File: src/rtl/uart_rx_param.sv
// 16x-oversampled UART receiver with start-bit validation, framing check and a show-ahead FIFO.
// Define UART_RX_PARITY_EN to add one parity bit per frame, with its sense set by PARITY_ODD.
module uart_rx_param #(
    parameter int unsigned CLK_HZ     = 50000000,
    parameter int unsigned BAUD       = 115200,
    parameter int unsigned DATA_BITS  = 8,
    parameter int unsigned FIFO_DEPTH = 16,
    parameter int unsigned PARITY_ODD = 0
) (
    input  logic                            clk,
    input  logic                            reset_n,
    input  logic                            rx_data,
    output logic [DATA_BITS-1:0]            data_out,
    output logic                            data_valid,
    input  logic                            data_ready,
    output logic [$clog2(FIFO_DEPTH):0]     fifo_level,
    output logic                            frame_err,
    output logic                            parity_err,
    output logic                            overrun,
    output logic [7:0]                      overrun_cnt
);

    localparam int unsigned DIV = (CLK_HZ + 8 * BAUD) / (16 * BAUD);
    localparam int unsigned PW  = (DIV > 1) ? $clog2(DIV) : 1;
    localparam int unsigned AW  = $clog2(FIFO_DEPTH);
    localparam int unsigned LW  = AW + 1;

    if (DATA_BITS < 5 || DATA_BITS > 9) begin : g_bad_data_bits
        $error("uart_rx_param: DATA_BITS must be in 5..9");
    end
    if (FIFO_DEPTH < 2 || FIFO_DEPTH > 256 || (FIFO_DEPTH & (FIFO_DEPTH - 1)) != 0)
    begin : g_bad_depth
        $error("uart_rx_param: FIFO_DEPTH must be a power of two in 2..256");
    end
    if (PARITY_ODD > 1) begin : g_bad_parity
        $error("uart_rx_param: PARITY_ODD must be 0 or 1");
    end
    if (DIV < 1) begin : g_bad_div
        $error("uart_rx_param: CLK_HZ too low for 16x oversampling at BAUD");
    end

    typedef enum logic [2:0] {
        StIdle,
        StStart,
        StData,
        StParity,
        StStop
    } state_e;

    // Input synchroniser and edge history
    logic rx_meta_q, rx_s_q, rx_prev_q;

    always_ff @(posedge clk or negedge reset_n) begin
        if (!reset_n) begin
            rx_meta_q <= 1'b1;
            rx_s_q    <= 1'b1;
            rx_prev_q <= 1'b1;
        end else begin
            rx_meta_q <= rx_data;
            rx_s_q    <= rx_meta_q;
            rx_prev_q <= rx_s_q;
        end
    end

    state_e               state_q;
    logic [PW-1:0]        presc_q;
    logic [3:0]           cnt_q;
    logic [3:0]           bits_q;
    logic [DATA_BITS-1:0] shreg_q;
    logic                 frame_err_q, overrun_q;
    logic [7:0]           overrun_cnt_q;

    logic [AW-1:0]        wr_ptr_q, rd_ptr_q;
    logic [LW-1:0]        level_q;
    logic [DATA_BITS-1:0] mem_q [FIFO_DEPTH];

    logic start_edge, tick, sample_pt, stop_hit, good, fifo_full, pop, push, drop;

    assign start_edge = (state_q == StIdle) && rx_prev_q && !rx_s_q;
    assign tick       = (presc_q == PW'(DIV - 1));
    assign sample_pt  = tick && (cnt_q == 4'd15);
    assign stop_hit   = (state_q == StStop) && sample_pt;

`ifdef UART_RX_PARITY_EN
    localparam logic ParOdd = (PARITY_ODD != 0);
    logic par_bit_q, parity_ok, parity_err_q;
    assign parity_ok  = ((^shreg_q) ^ par_bit_q) == ParOdd;
    assign good       = stop_hit && rx_s_q && parity_ok;
    assign parity_err = parity_err_q;
`else
    assign good       = stop_hit && rx_s_q;
    assign parity_err = 1'b0;
`endif

    assign data_valid = (level_q != '0);
    assign fifo_full  = (level_q == LW'(FIFO_DEPTH));
    assign pop        = data_valid && data_ready;
    // A pop in the same cycle frees the slot, so a full FIFO can still accept
    assign push       = good && (!fifo_full || pop);
    assign drop       = good && fifo_full && !pop;

    // Prescaler restarts on the start edge so sampling is phase-aligned to the frame
    always_ff @(posedge clk or negedge reset_n) begin
        if (!reset_n) begin
            presc_q <= '0;
        end else if (start_edge || tick) begin
            presc_q <= '0;
        end else begin
            presc_q <= presc_q + 1'b1;
        end
    end

    always_ff @(posedge clk or negedge reset_n) begin
        if (!reset_n) begin
            state_q       <= StIdle;
            cnt_q         <= '0;
            bits_q        <= '0;
            shreg_q       <= '0;
            frame_err_q   <= 1'b0;
            overrun_q     <= 1'b0;
            overrun_cnt_q <= '0;
`ifdef UART_RX_PARITY_EN
            par_bit_q     <= 1'b0;
            parity_err_q  <= 1'b0;
`endif
        end else begin
            frame_err_q <= stop_hit && !rx_s_q;
            overrun_q   <= drop;
`ifdef UART_RX_PARITY_EN
            parity_err_q <= stop_hit && rx_s_q && !parity_ok;
`endif
            if (drop && (overrun_cnt_q != 8'hff)) begin
                overrun_cnt_q <= overrun_cnt_q + 8'd1;
            end
            if (tick) begin
                cnt_q <= cnt_q + 4'd1;
            end
            case (state_q)
                StIdle: begin
                    if (start_edge) begin
                        state_q <= StStart;
                        cnt_q   <= '0;
                    end
                end
                StStart: begin
                    // Mid start bit: a high line here was only a glitch
                    if (tick && (cnt_q == 4'd7)) begin
                        cnt_q  <= '0;
                        bits_q <= '0;
                        state_q <= rx_s_q ? StIdle : StData;
                    end
                end
                StData: begin
                    if (sample_pt) begin
                        shreg_q <= {rx_s_q, shreg_q[DATA_BITS-1:1]};
                        bits_q  <= bits_q + 4'd1;
                        if (bits_q == 4'(DATA_BITS - 1)) begin
`ifdef UART_RX_PARITY_EN
                            state_q <= StParity;
`else
                            state_q <= StStop;
`endif
                        end
                    end
                end
                StParity: begin
`ifdef UART_RX_PARITY_EN
                    if (sample_pt) begin
                        par_bit_q <= rx_s_q;
                        state_q   <= StStop;
                    end
`else
                    state_q <= StIdle;
`endif
                end
                StStop: begin
                    if (sample_pt) begin
                        state_q <= StIdle;
                    end
                end
                default: state_q <= StIdle;
            endcase
        end
    end

    always_ff @(posedge clk) begin
        if (push) begin
            mem_q[wr_ptr_q] <= shreg_q;
        end
    end

    always_ff @(posedge clk or negedge reset_n) begin
        if (!reset_n) begin
            wr_ptr_q <= '0;
            rd_ptr_q <= '0;
            level_q  <= '0;
        end else begin
            if (push) begin
                wr_ptr_q <= wr_ptr_q + 1'b1;
            end
            if (pop) begin
                rd_ptr_q <= rd_ptr_q + 1'b1;
            end
            case ({push, pop})
                2'b10:   level_q <= level_q + 1'b1;
                2'b01:   level_q <= level_q - 1'b1;
                default: level_q <= level_q;
            endcase
        end
    end

    // Head is masked while empty so data_out reads 0 out of reset
    assign data_out    = data_valid ? mem_q[rd_ptr_q] : '0;
    assign fifo_level  = level_q;
    assign frame_err   = frame_err_q;
    assign overrun     = overrun_q;
    assign overrun_cnt = overrun_cnt_q;

endmodule

File: config.mk
export PLATFORM = sky130hd
export DESIGN_NAME = uart_rx_param
export DESIGN_NICKNAME = d
export VERILOG_FILES = /design/src/rtl/uart_rx_param.sv
export SDC_FILE = /design/constraint.sdc
export NUM_CORES = 1
export LEC_CHECK = 0
export CAP_MARGIN = 40
export CORE_MARGIN = 5
export CORE_UTILIZATION = 40
export DETAILED_ROUTE_END_ITERATION = 10
export PLACE_DENSITY = 0.65
export SYNTH_ARGS = -nofsm -noshare
export SYNTH_HDL_FRONTEND = slang
export SYNTH_SLANG_ARGS = --single-unit
File: constraint.sdc
create_clock -name clk -period 2.95 [get_ports clk]
set_input_delay 0.59 -clock clk [delete_from_list [all_inputs] [get_ports clk]]
set_output_delay 0.59 -clock clk [all_outputs]
set_load 0.1 [all_outputs]
==> impl_metrics.py <==
metrics = {
    "run_status": {
        "outcome": "finished clean",
    },
    "timing": {
        "slew_headroom_pct": 51.7,
        "tightest_slew_ns": 0.725,
        "clock.fmax_mhz": 352,
        "setup_viol": 0,
        "drv_slew": 0,
        "grt_setup_unrepaired": "false",
        "fin_setup_tns_ns": 0,
        "finalHoldViolCount": 0,
        "post-route-min-period_ns": 2.84,
        "fin_crit_sh_pct": 96.2,
        "skew_ns": 0.00633,
    },
    "clock_tree": {
        "clock_latency_ns": 0.42,
        "clkSinkCount": 178,
        "cts_made_buffers": 17,
        "clk_pin_slew_worst_paths_ns": 0.06,
        "cts_max_level": 4,
        "cts_tree": "built",
        "root_buffer": "clkbuf_16",
        "clk_path_buf_depth": 2,
    },
    "pwr": {
        "vdd_drop_max_mv": 0.383,
        "internal_power_mw": 3.92,
        "power_frac_comb_pct": 2.6,
        "p_leak_nw": 3.39,
        "totalPowerFinal_mw": 4.94,
        "p_per_area_nw_per_um2": 572,
        "p_seq_share_pct": 55.5,
        "p_clk_share_pct": 41.8,
        "sw_frac_of_total_pct": 20.7,
        "p_switching_mw": 1.03,
    },
    "logic_synthesis": {
        "syn_avg_cell_area_sq_um": 17.1,
        "synth-seq-cells": 178,
        "synth_top_cell_by_area": "edfxtp_1",
        "syn-cell-area_sq_um": 7380,
        "synth_cell_types": 51,
        "synth_edf_count": 128,
        "yosys.area.top_type_share_pct": 52.1,
        "synth_nets": 448,
        "syn_inst": 432,
        "ys_top_cells_by_count": "128 x edfxtp_1, 47 x dfrtp_1, 32 x mux4_2, 20 x nor2_1, 17 x a22oi_1",
        "ys_seq_area_share_pct": 69.1,
        "yosysMostFrequentCell": "edfxtp_1",
        "yosys_warnings": 0,
        "synth.area.top_cells": "edfxtp_1 52%, dfrtp_1 16%, mux4_2 9.8%",
        "ys.flop_type": "edfxtp_1",
        "synthArstFlopShare_pct": 28.1,
    },
    "grt": {
        "antenna_found_initial": 0,
        "overflow": 0,
        "grt_max_degree": 34,
        "grt_pass1_vias": 4048,
        "grt_pass1_wl_um": 23000,
        "grt.total_usage_pct": 13.9,
    },
    "floorplanning": {
        "die_y_um": 146,
        "core_sq_um": 18100,
        "core.rowCount": 49,
        "start_util_pct": 40.8,
        "die_w_um": 146,
        "die_area_sq_um": 21300,
        "ios": 29,
    },
    "drt": {
        "antenna_left": 0,
        "num_vias": 3870,
        "routed_wirelength_um": 14300,
        "drc": 0,
        "wl_met3_um": 736,
        "viasPerCell": 5.41,
        "top_layer_used": "met4",
        "wl_met1_um": 6430,
        "wire_per_inst_um": 20.0,
        "dr.pass1.iters": 5,
        "wl_met2_um": 7070,
        "drtIter0Drc": 239,
    },
    "layout": {
        "num_antenna_cells": 0,
        "layout-drive-gt1-share_pct": 29.6,
        "nNetsFinal": 490,
        "post-route-util_pct": 47.8,
        "design_area_sq_um": 8640,
        "syn_to_final_growth_pct": 17.1,
        "fin_cells": 716,
    },
    "critical_path": {
        "path_class": "register to output pin",
        "cpMaxStageDelayCell": "mux4_2",
        "cp.arrival_ns": 2.25,
        "r2r_cells": 9,
        "cpPeakStageDelay_ns": 0.55,
        "cp_max_fo": 16,
        "critPathCaptureType": "output pin",
        "start_kind": "register",
        "crit_family": "multiplexers",
        "path_buf_inv": 2,
        "path_cells": "buf_12 -> mux4_2 -> a22oi_1 -> a21oi_2 -> buf_12",
        "worstPathRequired_ns": 2.36,
        "cpMostUsedCell": "buf_12",
        "path_depth": 5,
    },
    "place": {
        "gp_congestion": 0.798,
        "placed_cells": 681,
        "port_buffers": 27,
        "placed_cell_area_sq_um": 8040,
        "place_hpwl_um": 9560,
    },
    "job": {
        "max_cap_violations": 0,
    },
    "hold_path": {
        "hp-class": "input port to async pin",
    },
}
worst register-to-register path, delay by kind of cell (launching register included):
family	cells	cell delay, ns
adder cells (fa/ha/maj)	1	0.22
AND/OR/NAND/NOR	3	0.99
XOR/XNOR	2	0.28
AO/OA/AOI/OAI	3	0.47
flip-flops	1	0.49
logic make-up after synthesis:
family | share of synthesized area [%]
muxes | 11.9
adders and majority gates | 2.03
DFF | 69.1
other | 0.0508
buffers and inverters | 1.93
xor gates and xnor gates | 2.73
AOI/OAI and AO/OA | 4.59
and+or+nand+nor | 7.70
cell usage in the layout, fill, tap and decap left out, types with 11 or more instances in the layout:
cell type and count:
edfxtp_1 128, dfrtp_1 45, mux4_2 32, buf_4 30
nor2_1 20, clkbuf_16 18, xnor2_1 16, a22oi_1 14
mux2_2 13, nand2_1 12, ha_1 12, buf_12 11
through the flow:
step	hold slack (ns)	worst slack, ns
2_1_floorplan	0.294	-0.232
3_3_place_gp	0.345	0.279
3_5_place_dp	0.349	0.231
4_1_cts	0.255	0.0220
5_1_grt	0.297	0.0151
6_report	0.227	0.112
power by group through the flow:
stage / sequential (mW) / clock [mW] / combinational (mW)
2_1_floorplan: 2.79 / 0 / 0.0985
3_3_place_gp: 2.79 / 0 / 0.124
3_5_place_dp: 2.80 / 0 / 0.134
4_1_cts: 2.74 / 2.10 / 0.135
5_1_grt: 2.75 / 2.22 / 0.157
6_report: 2.74 / 2.07 / 0.130
cell type report:
class	count	area (sq um)
Inverter	8	30.0
Clock inverter	14	114
Tap cell	229	287
Fill cell	1482	9450
Multi-Input combinational cell	224	2180
Timing Repair Buffer	45	495
Clock buffer	18	429
Sequential cell	178	5100
registers in the layout, summed over array words and instances, names as in the netlist:
signal	flops
mem_q	128
overrun_cnt	8
shreg_q	8
fifo_level	5
presc_q	5
bits_q	4
cnt_q	4
rd_ptr_q	4
wr_ptr_q	4
state_q	3
frame_err	1
overrun	1
rx_meta_q	1
rx_prev_q	1
rx_s_q	1
metal layers:
layer / up-vias / track usage (%)
met5: - / 0
met4: 0 / 3.04
met3: 7 / 3.36
met2: 119 / 22.4
met1: 1987 / 19.3
li1: 1757 / -
worst paths after layout:
| path | startpoint | end | slack, ns |
|---|---|---|---|
| setup / recovery | rd_ptr_q[0] | data_out[3] | 0.11 |
| setup reg to reg | fifo_level[0] | fifo_level[4] | 0.38 |
| max in group asynchronous | reset_n | rx_meta_q | 1.94 |
| hold reg to reg | rx_meta_q | rx_s_q | 0.36 |
| hold / removal | reset_n | fifo_level[3] | 0.23 |
| min in group clk | rx_meta_q | rx_s_q | 0.36 |
repair_timing:
item / 4_1_cts / 5_1_grt
setup endpoints to repair: 2 / 6
gates resized for setup: 2 / 1
hold buffers: 0 / 0
setup buffers: 0 / 2
cloned: 0 / 1
No activity file was read; power rests on OpenSTA's default activity.
